==> src/rtl/id_ex_pipe_reg_if.sv <==
// ---------------------------------------------------------------------------
// id_ex_pipe_reg_if
//   Bundle between the decode stage, the forwarding network and the ID/EX
//   pipeline register of the MiniRiscV core.
//
//   master : decode-stage / hazard-unit side (drives control, decode fields
//            and forwarding sources, observes the latched stage contents)
//   slave  : the ID/EX register itself
//
//   Signal summary
//     stall, flush, in_valid            stage control
//     ctrl_i .. rd_i                    decode fields to be latched
//     fwd_valid, fwd_rd, fwd_data       NUM_FWD forwarding sources, source k
//                                       packed at [k*RA_W +: RA_W] and
//                                       [k*XLEN +: XLEN]; k=0 is youngest
//     valid_o .. bubble_cnt_o           latched stage contents
// ---------------------------------------------------------------------------
interface id_ex_pipe_reg_if #(
   parameter int XLEN    = 32,
   parameter int CTRL_W  = 7,
   parameter int NUM_FWD = 2,
   parameter int RA_W    = 5,
   parameter int CNT_W   = 16
);
   // stage control
   logic                    stall;
   logic                    flush;
   logic                    in_valid;

   // decode fields
   logic [CTRL_W-1:0]       ctrl_i;
   logic [XLEN-1:0]         rs1_data_i;
   logic [XLEN-1:0]         rs2_data_i;
   logic [XLEN-1:0]         imm_i;
   logic [31:0]             instr_i;
   logic [RA_W-1:0]         rs1_i;
   logic [RA_W-1:0]         rs2_i;
   logic [RA_W-1:0]         rd_i;

   // forwarding sources
   logic [NUM_FWD-1:0]      fwd_valid;
   logic [NUM_FWD*RA_W-1:0] fwd_rd;
   logic [NUM_FWD*XLEN-1:0] fwd_data;

   // latched stage contents
   logic                    valid_o;
   logic [CTRL_W-1:0]       ctrl_o;
   logic [XLEN-1:0]         rs1_data_o;
   logic [XLEN-1:0]         rs2_data_o;
   logic [XLEN-1:0]         imm_o;
   logic [2:0]              func3_o;
   logic [6:0]              func7_o;
   logic [RA_W-1:0]         rs1_o;
   logic [RA_W-1:0]         rs2_o;
   logic [RA_W-1:0]         rd_o;
   logic [CNT_W-1:0]        bubble_cnt_o;

   modport master (
      output stall, flush, in_valid,
      output ctrl_i, rs1_data_i, rs2_data_i, imm_i, instr_i, rs1_i, rs2_i, rd_i,
      output fwd_valid, fwd_rd, fwd_data,
      input  valid_o, ctrl_o, rs1_data_o, rs2_data_o, imm_o, func3_o, func7_o,
      input  rs1_o, rs2_o, rd_o, bubble_cnt_o
   );

   modport slave (
      input  stall, flush, in_valid,
      input  ctrl_i, rs1_data_i, rs2_data_i, imm_i, instr_i, rs1_i, rs2_i, rd_i,
      input  fwd_valid, fwd_rd, fwd_data,
      output valid_o, ctrl_o, rs1_data_o, rs2_data_o, imm_o, func3_o, func7_o,
      output rs1_o, rs2_o, rd_o, bubble_cnt_o
   );
endinterface

==> src/rtl/id_ex_pipe_reg.sv <==
// ---------------------------------------------------------------------------
// id_ex_pipe_reg
//   ID/EX pipeline register of the MiniRiscV core. Latches decoded control,
//   operands, immediate, func3/func7 and register indices on every falling
//   clk edge. Operands are resolved against NUM_FWD forwarding sources by
//   comparing destination indices; source 0 is the youngest and wins.
//
//   Per falling edge the priority is flush > stall > load:
//     flush : stage becomes a bubble, bubble counter increments
//     stall : stage holds; a held valid instruction still picks up fresh
//             operand values from the forwarding sources
//     load  : valid_o <= in_valid; a non-valid load is a bubble and counts
//   The bubble counter saturates at all-ones.
//
//   Ports
//     clk   clock, state updates on the falling edge
//     rst   asynchronous, active-low; clears all state immediately
//     bus   id_ex_pipe_reg_if.slave (control, decode fields, forwarding
//           sources in; latched stage contents out)
// ---------------------------------------------------------------------------
module id_ex_pipe_reg #(
   parameter int XLEN    = 32,
   parameter int CTRL_W  = 7,
   parameter int NUM_FWD = 2,
   parameter int RA_W    = 5,
   parameter int CNT_W   = 16
) (
   input logic             clk,
   input logic             rst,
   id_ex_pipe_reg_if.slave bus
);

   // ------------------------------------------------------------------
   // Helper functions
   // ------------------------------------------------------------------

   // Operand resolution: the lowest-index valid source whose destination
   // matches wins. The loop walks from the highest index down so the last
   // assignment is the highest-priority match. x0 is never forwarded.
   function automatic logic [XLEN-1:0] fwd_select(
      input logic [RA_W-1:0]         ra,
      input logic [XLEN-1:0]         dflt,
      input logic [NUM_FWD-1:0]      fv,
      input logic [NUM_FWD*RA_W-1:0] frd,
      input logic [NUM_FWD*XLEN-1:0] fd
   );
      logic [XLEN-1:0] res;
      res = dflt;
      if (ra != '0) begin
         for (int k = NUM_FWD - 1; k >= 0; k--) begin
            if (fv[k] && (frd[k*RA_W +: RA_W] == ra)) begin
               res = fd[k*XLEN +: XLEN];
            end
         end
      end
      return res;
   endfunction

   // Saturating increment: all-ones is sticky.
   function automatic logic [CNT_W-1:0] sat_inc(input logic [CNT_W-1:0] c);
      logic [CNT_W-1:0] one;
      one = {{(CNT_W-1){1'b0}}, 1'b1};
      return (c == {CNT_W{1'b1}}) ? c : c + one;
   endfunction

   // ------------------------------------------------------------------
   // p0: decode-side inputs and next-state selection
   // ------------------------------------------------------------------
   logic                    bubble_p0;
   logic                    hold_p0;
   logic                    load_p0;
   logic [XLEN-1:0]         rs1_fwd_p0;
   logic [XLEN-1:0]         rs2_fwd_p0;
   logic [XLEN-1:0]         rs1_held_p0;
   logic [XLEN-1:0]         rs2_held_p0;

   // Only func3/func7 are taken from the raw instruction word; the other
   // bits are already present as decoded fields.
   logic                    unused_instr_bits;
   assign unused_instr_bits = ^{bus.instr_i[24:15], bus.instr_i[11:0]};

   // next-state values
   logic                    vld_nxt;
   logic [CTRL_W-1:0]       ctrl_nxt;
   logic [XLEN-1:0]         rs1_data_nxt;
   logic [XLEN-1:0]         rs2_data_nxt;
   logic [XLEN-1:0]         imm_nxt;
   logic [2:0]              func3_nxt;
   logic [6:0]              func7_nxt;
   logic [RA_W-1:0]         rs1_nxt;
   logic [RA_W-1:0]         rs2_nxt;
   logic [RA_W-1:0]         rd_nxt;
   logic [CNT_W-1:0]        cnt_nxt;

   // ------------------------------------------------------------------
   // p1: latched ID/EX contents
   // ------------------------------------------------------------------
   logic                    vld_p1;
   logic [CTRL_W-1:0]       ctrl_p1;
   logic [XLEN-1:0]         rs1_data_p1;
   logic [XLEN-1:0]         rs2_data_p1;
   logic [XLEN-1:0]         imm_p1;
   logic [2:0]              func3_p1;
   logic [6:0]              func7_p1;
   logic [RA_W-1:0]         rs1_p1;
   logic [RA_W-1:0]         rs2_p1;
   logic [RA_W-1:0]         rd_p1;
   logic [CNT_W-1:0]        cnt_p1;

   // A bubble is produced either by a flush (which overrides a stall) or
   // by an ordinary load of a non-valid decode slot.
   assign bubble_p0 = bus.flush | (~bus.stall & ~bus.in_valid);
   assign hold_p0   = ~bus.flush & bus.stall;
   assign load_p0   = ~bus.flush & ~bus.stall & bus.in_valid;

   // Load path resolves against the incoming source indices.
   assign rs1_fwd_p0 = fwd_select(bus.rs1_i, bus.rs1_data_i,
                                  bus.fwd_valid, bus.fwd_rd, bus.fwd_data);
   assign rs2_fwd_p0 = fwd_select(bus.rs2_i, bus.rs2_data_i,
                                  bus.fwd_valid, bus.fwd_rd, bus.fwd_data);

   // Stall path refreshes a held valid instruction against its latched
   // source indices; the held value is the fallback.
   assign rs1_held_p0 = vld_p1 ? fwd_select(rs1_p1, rs1_data_p1,
                                            bus.fwd_valid, bus.fwd_rd, bus.fwd_data)
                               : rs1_data_p1;
   assign rs2_held_p0 = vld_p1 ? fwd_select(rs2_p1, rs2_data_p1,
                                            bus.fwd_valid, bus.fwd_rd, bus.fwd_data)
                               : rs2_data_p1;

   always_comb begin
      vld_nxt      = vld_p1;
      ctrl_nxt     = ctrl_p1;
      rs1_data_nxt = rs1_data_p1;
      rs2_data_nxt = rs2_data_p1;
      imm_nxt      = imm_p1;
      func3_nxt    = func3_p1;
      func7_nxt    = func7_p1;
      rs1_nxt      = rs1_p1;
      rs2_nxt      = rs2_p1;
      rd_nxt       = rd_p1;
      cnt_nxt      = cnt_p1;

      if (bubble_p0) begin
         vld_nxt      = 1'b0;
         ctrl_nxt     = '0;
         rs1_data_nxt = '0;
         rs2_data_nxt = '0;
         imm_nxt      = '0;
         func3_nxt    = '0;
         func7_nxt    = '0;
         rs1_nxt      = '0;
         rs2_nxt      = '0;
         rd_nxt       = '0;
         cnt_nxt      = sat_inc(cnt_p1);
      end else if (hold_p0) begin
         rs1_data_nxt = rs1_held_p0;
         rs2_data_nxt = rs2_held_p0;
      end else if (load_p0) begin
         vld_nxt      = 1'b1;
         ctrl_nxt     = bus.ctrl_i;
         rs1_data_nxt = rs1_fwd_p0;
         rs2_data_nxt = rs2_fwd_p0;
         imm_nxt      = bus.imm_i;
         func3_nxt    = bus.instr_i[14:12];
         func7_nxt    = bus.instr_i[31:25];
         rs1_nxt      = bus.rs1_i;
         rs2_nxt      = bus.rs2_i;
         rd_nxt       = bus.rd_i;
      end
   end

   // Falling-edge register; reset clears everything immediately, which also
   // cancels any stall that was holding the stage.
   always_ff @(negedge clk or negedge rst) begin
      if (!rst) begin
         vld_p1      <= 1'b0;
         ctrl_p1     <= '0;
         rs1_data_p1 <= '0;
         rs2_data_p1 <= '0;
         imm_p1      <= '0;
         func3_p1    <= '0;
         func7_p1    <= '0;
         rs1_p1      <= '0;
         rs2_p1      <= '0;
         rd_p1       <= '0;
         cnt_p1      <= '0;
      end else begin
         vld_p1      <= vld_nxt;
         ctrl_p1     <= ctrl_nxt;
         rs1_data_p1 <= rs1_data_nxt;
         rs2_data_p1 <= rs2_data_nxt;
         imm_p1      <= imm_nxt;
         func3_p1    <= func3_nxt;
         func7_p1    <= func7_nxt;
         rs1_p1      <= rs1_nxt;
         rs2_p1      <= rs2_nxt;
         rd_p1       <= rd_nxt;
         cnt_p1      <= cnt_nxt;
      end
   end

   // ------------------------------------------------------------------
   // Outputs
   // ------------------------------------------------------------------
   assign bus.valid_o      = vld_p1;
   assign bus.ctrl_o       = ctrl_p1;
   assign bus.rs1_data_o   = rs1_data_p1;
   assign bus.rs2_data_o   = rs2_data_p1;
   assign bus.imm_o        = imm_p1;
   assign bus.func3_o      = func3_p1;
   assign bus.func7_o      = func7_p1;
   assign bus.rs1_o        = rs1_p1;
   assign bus.rs2_o        = rs2_p1;
   assign bus.rd_o         = rd_p1;
   assign bus.bubble_cnt_o = cnt_p1;

endmodule

==> src/flat_wrapper.sv <==
// flat-port wrapper written by rule: the top's interface ports become plain ports
module id_ex_pipe_reg_flat 
#(
   parameter int XLEN    = 32,
   parameter int CTRL_W  = 7,
   parameter int NUM_FWD = 2,
   parameter int RA_W    = 5,
   parameter int CNT_W   = 16
)
  (clk, rst, bus_stall, bus_flush, bus_in_valid, bus_ctrl_i, bus_rs1_data_i, bus_rs2_data_i, bus_imm_i, bus_instr_i, bus_rs1_i, bus_rs2_i, bus_rd_i, bus_fwd_valid, bus_fwd_rd, bus_fwd_data, bus_valid_o, bus_ctrl_o, bus_rs1_data_o, bus_rs2_data_o, bus_imm_o, bus_func3_o, bus_func7_o, bus_rs1_o, bus_rs2_o, bus_rd_o, bus_bubble_cnt_o);
  id_ex_pipe_reg_if #(.XLEN(XLEN), .CTRL_W(CTRL_W), .NUM_FWD(NUM_FWD), .RA_W(RA_W), .CNT_W(CNT_W)) bus_i ();
  input logic clk;
  input logic rst;
  input wire logic [$bits(bus_i.stall)-1:0] bus_stall;
  input wire logic [$bits(bus_i.flush)-1:0] bus_flush;
  input wire logic [$bits(bus_i.in_valid)-1:0] bus_in_valid;
  input wire logic [$bits(bus_i.ctrl_i)-1:0] bus_ctrl_i;
  input wire logic [$bits(bus_i.rs1_data_i)-1:0] bus_rs1_data_i;
  input wire logic [$bits(bus_i.rs2_data_i)-1:0] bus_rs2_data_i;
  input wire logic [$bits(bus_i.imm_i)-1:0] bus_imm_i;
  input wire logic [$bits(bus_i.instr_i)-1:0] bus_instr_i;
  input wire logic [$bits(bus_i.rs1_i)-1:0] bus_rs1_i;
  input wire logic [$bits(bus_i.rs2_i)-1:0] bus_rs2_i;
  input wire logic [$bits(bus_i.rd_i)-1:0] bus_rd_i;
  input wire logic [$bits(bus_i.fwd_valid)-1:0] bus_fwd_valid;
  input wire logic [$bits(bus_i.fwd_rd)-1:0] bus_fwd_rd;
  input wire logic [$bits(bus_i.fwd_data)-1:0] bus_fwd_data;
  output wire logic [$bits(bus_i.valid_o)-1:0] bus_valid_o;
  output wire logic [$bits(bus_i.ctrl_o)-1:0] bus_ctrl_o;
  output wire logic [$bits(bus_i.rs1_data_o)-1:0] bus_rs1_data_o;
  output wire logic [$bits(bus_i.rs2_data_o)-1:0] bus_rs2_data_o;
  output wire logic [$bits(bus_i.imm_o)-1:0] bus_imm_o;
  output wire logic [$bits(bus_i.func3_o)-1:0] bus_func3_o;
  output wire logic [$bits(bus_i.func7_o)-1:0] bus_func7_o;
  output wire logic [$bits(bus_i.rs1_o)-1:0] bus_rs1_o;
  output wire logic [$bits(bus_i.rs2_o)-1:0] bus_rs2_o;
  output wire logic [$bits(bus_i.rd_o)-1:0] bus_rd_o;
  output wire logic [$bits(bus_i.bubble_cnt_o)-1:0] bus_bubble_cnt_o;
  assign bus_i.stall = bus_stall;
  assign bus_i.flush = bus_flush;
  assign bus_i.in_valid = bus_in_valid;
  assign bus_i.ctrl_i = bus_ctrl_i;
  assign bus_i.rs1_data_i = bus_rs1_data_i;
  assign bus_i.rs2_data_i = bus_rs2_data_i;
  assign bus_i.imm_i = bus_imm_i;
  assign bus_i.instr_i = bus_instr_i;
  assign bus_i.rs1_i = bus_rs1_i;
  assign bus_i.rs2_i = bus_rs2_i;
  assign bus_i.rd_i = bus_rd_i;
  assign bus_i.fwd_valid = bus_fwd_valid;
  assign bus_i.fwd_rd = bus_fwd_rd;
  assign bus_i.fwd_data = bus_fwd_data;
  assign bus_valid_o = bus_i.valid_o;
  assign bus_ctrl_o = bus_i.ctrl_o;
  assign bus_rs1_data_o = bus_i.rs1_data_o;
  assign bus_rs2_data_o = bus_i.rs2_data_o;
  assign bus_imm_o = bus_i.imm_o;
  assign bus_func3_o = bus_i.func3_o;
  assign bus_func7_o = bus_i.func7_o;
  assign bus_rs1_o = bus_i.rs1_o;
  assign bus_rs2_o = bus_i.rs2_o;
  assign bus_rd_o = bus_i.rd_o;
  assign bus_bubble_cnt_o = bus_i.bubble_cnt_o;
  id_ex_pipe_reg #(.XLEN(XLEN), .CTRL_W(CTRL_W), .NUM_FWD(NUM_FWD), .RA_W(RA_W), .CNT_W(CNT_W)) u_core (.clk(clk), .rst(rst), .bus(bus_i));
endmodule
==> config.mk <==
export PLATFORM = sky130hd
export DESIGN_NAME = id_ex_pipe_reg_flat
export DESIGN_NICKNAME = d
export VERILOG_FILES = /design/src/rtl/id_ex_pipe_reg_if.sv /design/src/rtl/id_ex_pipe_reg.sv /design/src/flat_wrapper.sv
export SDC_FILE = /design/constraint.sdc
export NUM_CORES = 1
export LEC_CHECK = 0
export BUFFER_PORTS_ARGS = -buffer_cell sky130_fd_sc_hd__buf_2
export CORE_MARGIN = 5
export CORE_UTILIZATION = 31
export CTS_CLUSTER_DIAMETER = 50
export CTS_CLUSTER_SIZE = 28
export DETAILED_ROUTE_END_ITERATION = 10
export PLACE_DENSITY = 0.67
export SLEW_MARGIN = 20
export SYNTH_ARGS = -nofsm -noshare
export SYNTH_HDL_FRONTEND = slang
export SYNTH_SLANG_ARGS = --single-unit
==> constraint.sdc <==
create_clock -name clk -period 2.9 [get_ports clk]
set_input_delay 0.58 -clock clk [delete_from_list [all_inputs] [get_ports clk]]
set_output_delay 0.58 -clock clk [all_outputs]
set_load 0.02 [all_outputs]
; ---- Word-level counts from Yosys, hierarchy flattened
; Cells that the tools add are included.
[classes]
addsub = 1
n_eq_ne = 15
muxes = 44
n_bitwise = 9
reduce_logical = 18
[ops]
columns = operator, count
row1 = 32-bit 2-to-1 mux, 23
row2 = 5-bit 2-to-1 mux, 9
row3 = 7-bit 2-to-1 mux, 6
row4 = 5-bit equality test, 8
row5 = 5-bit nonzero test, 4
row6 = 16-bit by 1-bit adder with 16-bit output (second input constant), 1
row7 = 16-bit equality test (second input constant), 1
row8 = 3-bit 2-to-1 mux, 3
row9 = 3-bit by 2-bit inequality test with 1-bit output (second input constant), 3
row10 = 1-bit logical AND, 8
row11 = 4-bit by 3-bit inequality test with 1-bit output (second input constant), 2
row12 = 4-bit AND reduction, 2
row13 = 1-bit bitwise AND, 4
row14 = 1-bit inverter, 4
row15 = 2-bit AND reduction, 2
row16 = 1-bit 2-to-1 mux, 3
row17 = 3-bit nonzero test, 1
row18 = 2-bit by 1-bit inequality test with 1-bit output (second input constant), 1
row19 = 2-bit nonzero test, 1
row20 = 1-bit OR, 1
[totals]
regBits = 145
in_bits = 231
output_inout_bits = 145
wordCells = 98

; ---- Logic depth before layout (Yosys ltp)
[logic_depth]
word_depth = 8
ltp_mapped = 8
depth_no_buf = 6

==> metrics.md <==
| Metric | Value |
|---|---|
| Io pins | `376` |
| Syn Nets | `1,003` |
| First-pass GRT wire length | `56.2 mm` |
| Worst Setup Path Type | `input port to flop` |
| Sw power | `2.07 mW` |
| Port Buffer Count | `353` |
| Post-Synth XOR/XNOR Area | `5.59%` |
| Failing checks | `setup timing` |
| FF+latch count, synth | `145` |
| Sw Share | `32.0%` |
| Mapped cell area | `8300 um^2` |
| Total clock sinks | `145` |
| Residual DRC count | `0` |
| Compound-cell area share of the yosys netlist | `24.8%` |
| Aggregate routed wire length | `38.6 mm` |
| Worst Hold Class | `flop to flop` |
| R2R cell count | `9` |
| Crit Reg-Reg Startpoint | `u_core.bus.rs1_o[3]` |
| Seq pwr share | `35.2%` |
| Placed cells | `1,507` |
| Setup Viol. Count Final | `209` |
| Post-route insts no fill | `1,649` |
| Worst Max-Slew Pin Slew | `0.452 ns` |
| PD cells | `429 nW/um^2` |
| Final ANT Viol Nets | `0` |
| Reg clk slew, reported paths | `0.05 ns` |
| Layout cells sized above 1 | `56.1%` |
| DR vias/cell | `5.53` |
| Post-synth top cells | `145 x dfrtn_1, 95 x mux2i_1, 94 x a22o_1` |
| WP data required | `1.69 ns` |
| RePlAce Congestion | `0.909` |
| DR iter-0 viols | `617` |
| # rows | `59` |
| DR vias | `9,123` |
| Avg WL per Cell | `23.4 um` |
| CTS tree | `done` |
| Adder-Cell Fraction of Synth Area | `0.151%` |
| Largest cells by area after synthesis | `dfrtn_1 44%, mux2i_1 11%, a22o_1 9.9%, a32o_1 3.9%, a221oi_1 3.4%` |
| Hold Path Sink | `u_core.bus.rs2_data_o[14]` |
| Endpoints failing hold | `0` |
| Worst Hold Depth | `1` |
| Starting density of the core | `31.7%` |
| HPWL Detailed | `24.9 mm` |
| Leakage | `7.08 nW` |
| Die Width | `174 um` |
| Initial antenna violation count | `5` |
| Crit-path max cell delay | `0.36 ns` |
| Seq/Total Area, Yosys | `43.7%` |
| Pint | `4.40 mW` |
| CP top delay family | `compound AO/OA/AOI/OAI gates` |
| Cell taking the most area after synthesis | `dfrtn_1` |
| Clk pwr share | `37.2%` |
| Distinct cells, synth | `51` |
| Skew-Pair Late Insertion Delay | `0.40 ns` |
| TritonCTS Buffers | `17` |
| MaxCap Viol Count | `0` |
| Synthesis-to-layout area growth | `81.5%` |
| Syn_area_per_cell | `10.8 um^2` |
| Clock Tree Root | `clkbuf_16` |
| All-Layer GR Usage | `23.7%` |
| Max FO, Critical Path | `8` |
| Hold Crit Start | `u_core.bus.rs2_data_o[14]` |
| Share of Yosys cell area claimed by the top area cell type | `43.7%` |
| Clk_skew | `0.00888 ns` |
| Core area | `26,200 um^2` |
| Top-count cell post-synth | `dfrtn_1` |
| Final net count | `1,532` |
| Slew margin rel. | `69.8%` |
| EDFF count, synth | `0` |
| Number of hold buffers added after cts | `0` |
| Final Max Slew Viols | `0` |
| Number of global-route vias before repair | `9,418` |
| Cells after Synth | `771` |
| Main synth FF type | `dfrtn_1` |
| Post-synth ARST share | `100%` |
| Critical Path, Cell by Cell | `buf_8 > xor2_1 > nor4_2 > nand3_2 > a211oi_4 > buf_6 > buf_12 > a211oi_2 > a22o_1` |
| Crit path buffers/inverters | `3` |
| CP Capture Type | `flop` |
| R2R Setup Slk | `0.36 ns` |
| Largest family of logic cells by synthesized area | `compound AO/OA/AOI/OAI gates` |
| Status | `finished, violations left` |
| Post-synthesis simple-gate area fraction | `10.0%` |
| Largest net degree at the start of global routing | `66` |
| First-pass iteration count of the detailed router | `5` |
| Clk buf depth | `2` |
| WHS | `0.465 ns` |
| Critical Path Start Type | `input port` |
| FF-to-FF End | `u_core.bus.rs1_data_o[17]` |
| Global route overflow | `0` |
| Crit path arrival time | `2.35 ns` |
| Final worst slack | `-0.660 ns` |
| Die Area | `30,100 um^2` |
| RSZ-0062 raised after global routing | `yes` |
| CTS H-tree lvls | `4` |
| Mux cell area share after synthesis | `11.7%` |
| Pre-CTS setup slack | `-1.23 ns` |
| Maximum VDD drop | `377 uV` |
| Combinational share of power | `27.7%` |
| Slowest cell on the critical path | `nor4_2` |
| Vert. Die Dim | `174 um` |
| Synth Warn # | `0` |
layer usage:
metal | vias to the layer above | part of all wire, % | GRT usage [%]
li1 | 4086 | - | -
met1 | 4484 | 41 | 29.0
met2 | 470 | 48 | 40.3
met3 | 77 | 8.2 | 7.57
met4 | 6 | 2.5 | 6.53
met5 | - | 0.12 | 0
cell type report:
| type | instances | area [um^2] |
|---|---|---|
| repair buffers | 583 | 5250 |
| flip-flops and latches | 145 | 3630 |
| well taps | 335 | 419 |
| clock buffers | 17 | 425 |
| multi-input cells | 551 | 5130 |
| fillers | 2161 | 11100 |
| diodes | 1 | 2.50 |
| inverters | 2 | 7.51 |
| clock inverters | 15 | 191 |
worst max path at each step:
stage                  from                        end  slack (ns)  depth (start not counted)
6_report       bus_rs1_i[3]   u_core.bus.rs1_data_o[7]       -0.66                          9
4_1_cts        bus_rs1_i[3]  u_core.bus.rs1_data_o[11]       -0.64                          9
2_1_floorplan  bus_rs2_i[2]  u_core.bus.rs2_data_o[14]       -0.75                          7
3_5_place_dp   bus_rs1_i[2]  u_core.bus.rs1_data_o[11]       -1.23                          9
3_3_place_gp   bus_rs1_i[2]  u_core.bus.rs1_data_o[11]       -1.22                          9
5_1_grt        bus_rs1_i[3]   u_core.bus.rs1_data_o[7]       -0.71                          9
stage by stage:
stage	power, mW	cell area, um^2	util [%]	TNS [ns]
after floorplan	2.98	8690	-	-51.22
after global routing	6.74	15100	57.5	-60.19
after global placement	3.61	11700	44.6	-99.26
after CTS	6.42	14300	54.7	-51.57
final	6.47	15100	57.5	-51.65
after detailed placement	3.63	11700	44.6	-104.74
logic make-up after synthesis:
kind of cell,Yosys count
XOR/XNOR,53
buffers and inverters,75
AND/OR/NAND/NOR,159
AO/OA/AOI/OAI,241
multiplexers,97
flip-flops,145
adder cells (fa/ha/maj),1
power by group through the flow:
stage | combinational [mW] | clock, mW | sequential [mW]
floorplan | 0.517 | 0 | 2.46
global placement | 1.31 | 0 | 2.30
detailed placement | 1.33 | 0 | 2.30
CTS | 1.69 | 2.46 | 2.27
global route | 1.91 | 2.54 | 2.29
finish | 1.79 | 2.40 | 2.27
sequential cells by signal (all words and copies together) (netlist names), 7 cells and up:
register                 flops
u_core.bus.bubble_cnt_o     16
u_core.bus.ctrl_o            7
u_core.bus.func7_o           7
u_core.bus.imm_o            32
u_core.bus.rs1_data_o       32
u_core.bus.rs2_data_o       32
cells in the final DEF (no fill, tap or decap), types with 11 or more instances in the layout:
master	count
a22oi_1	31
buf_2	194
buf_4	153
a211oi_2	22
nor2_1	40
mux2i_1	78
a221oi_2	23
or3_1	30
nand3_2	11
xor2_1	17
xnor2_1	27
nand2_1	13
dfrtn_1	145
nand3_1	27
mux2i_2	12
buf_12	28
a32o_1	31
a22o_1	94
clkbuf_16	22
buf_6	187
what timing repair did:
action / CTS / global route
gates cloned: 10 / 6
endpoints found under the hold margin: 0 / 0
endpoints found under the setup margin: 273 / 276
setup buffers: 58 / 41
resized for setup: 385 / 70
pin swaps: 39 / 56
(Power assumes the default switching activity.)
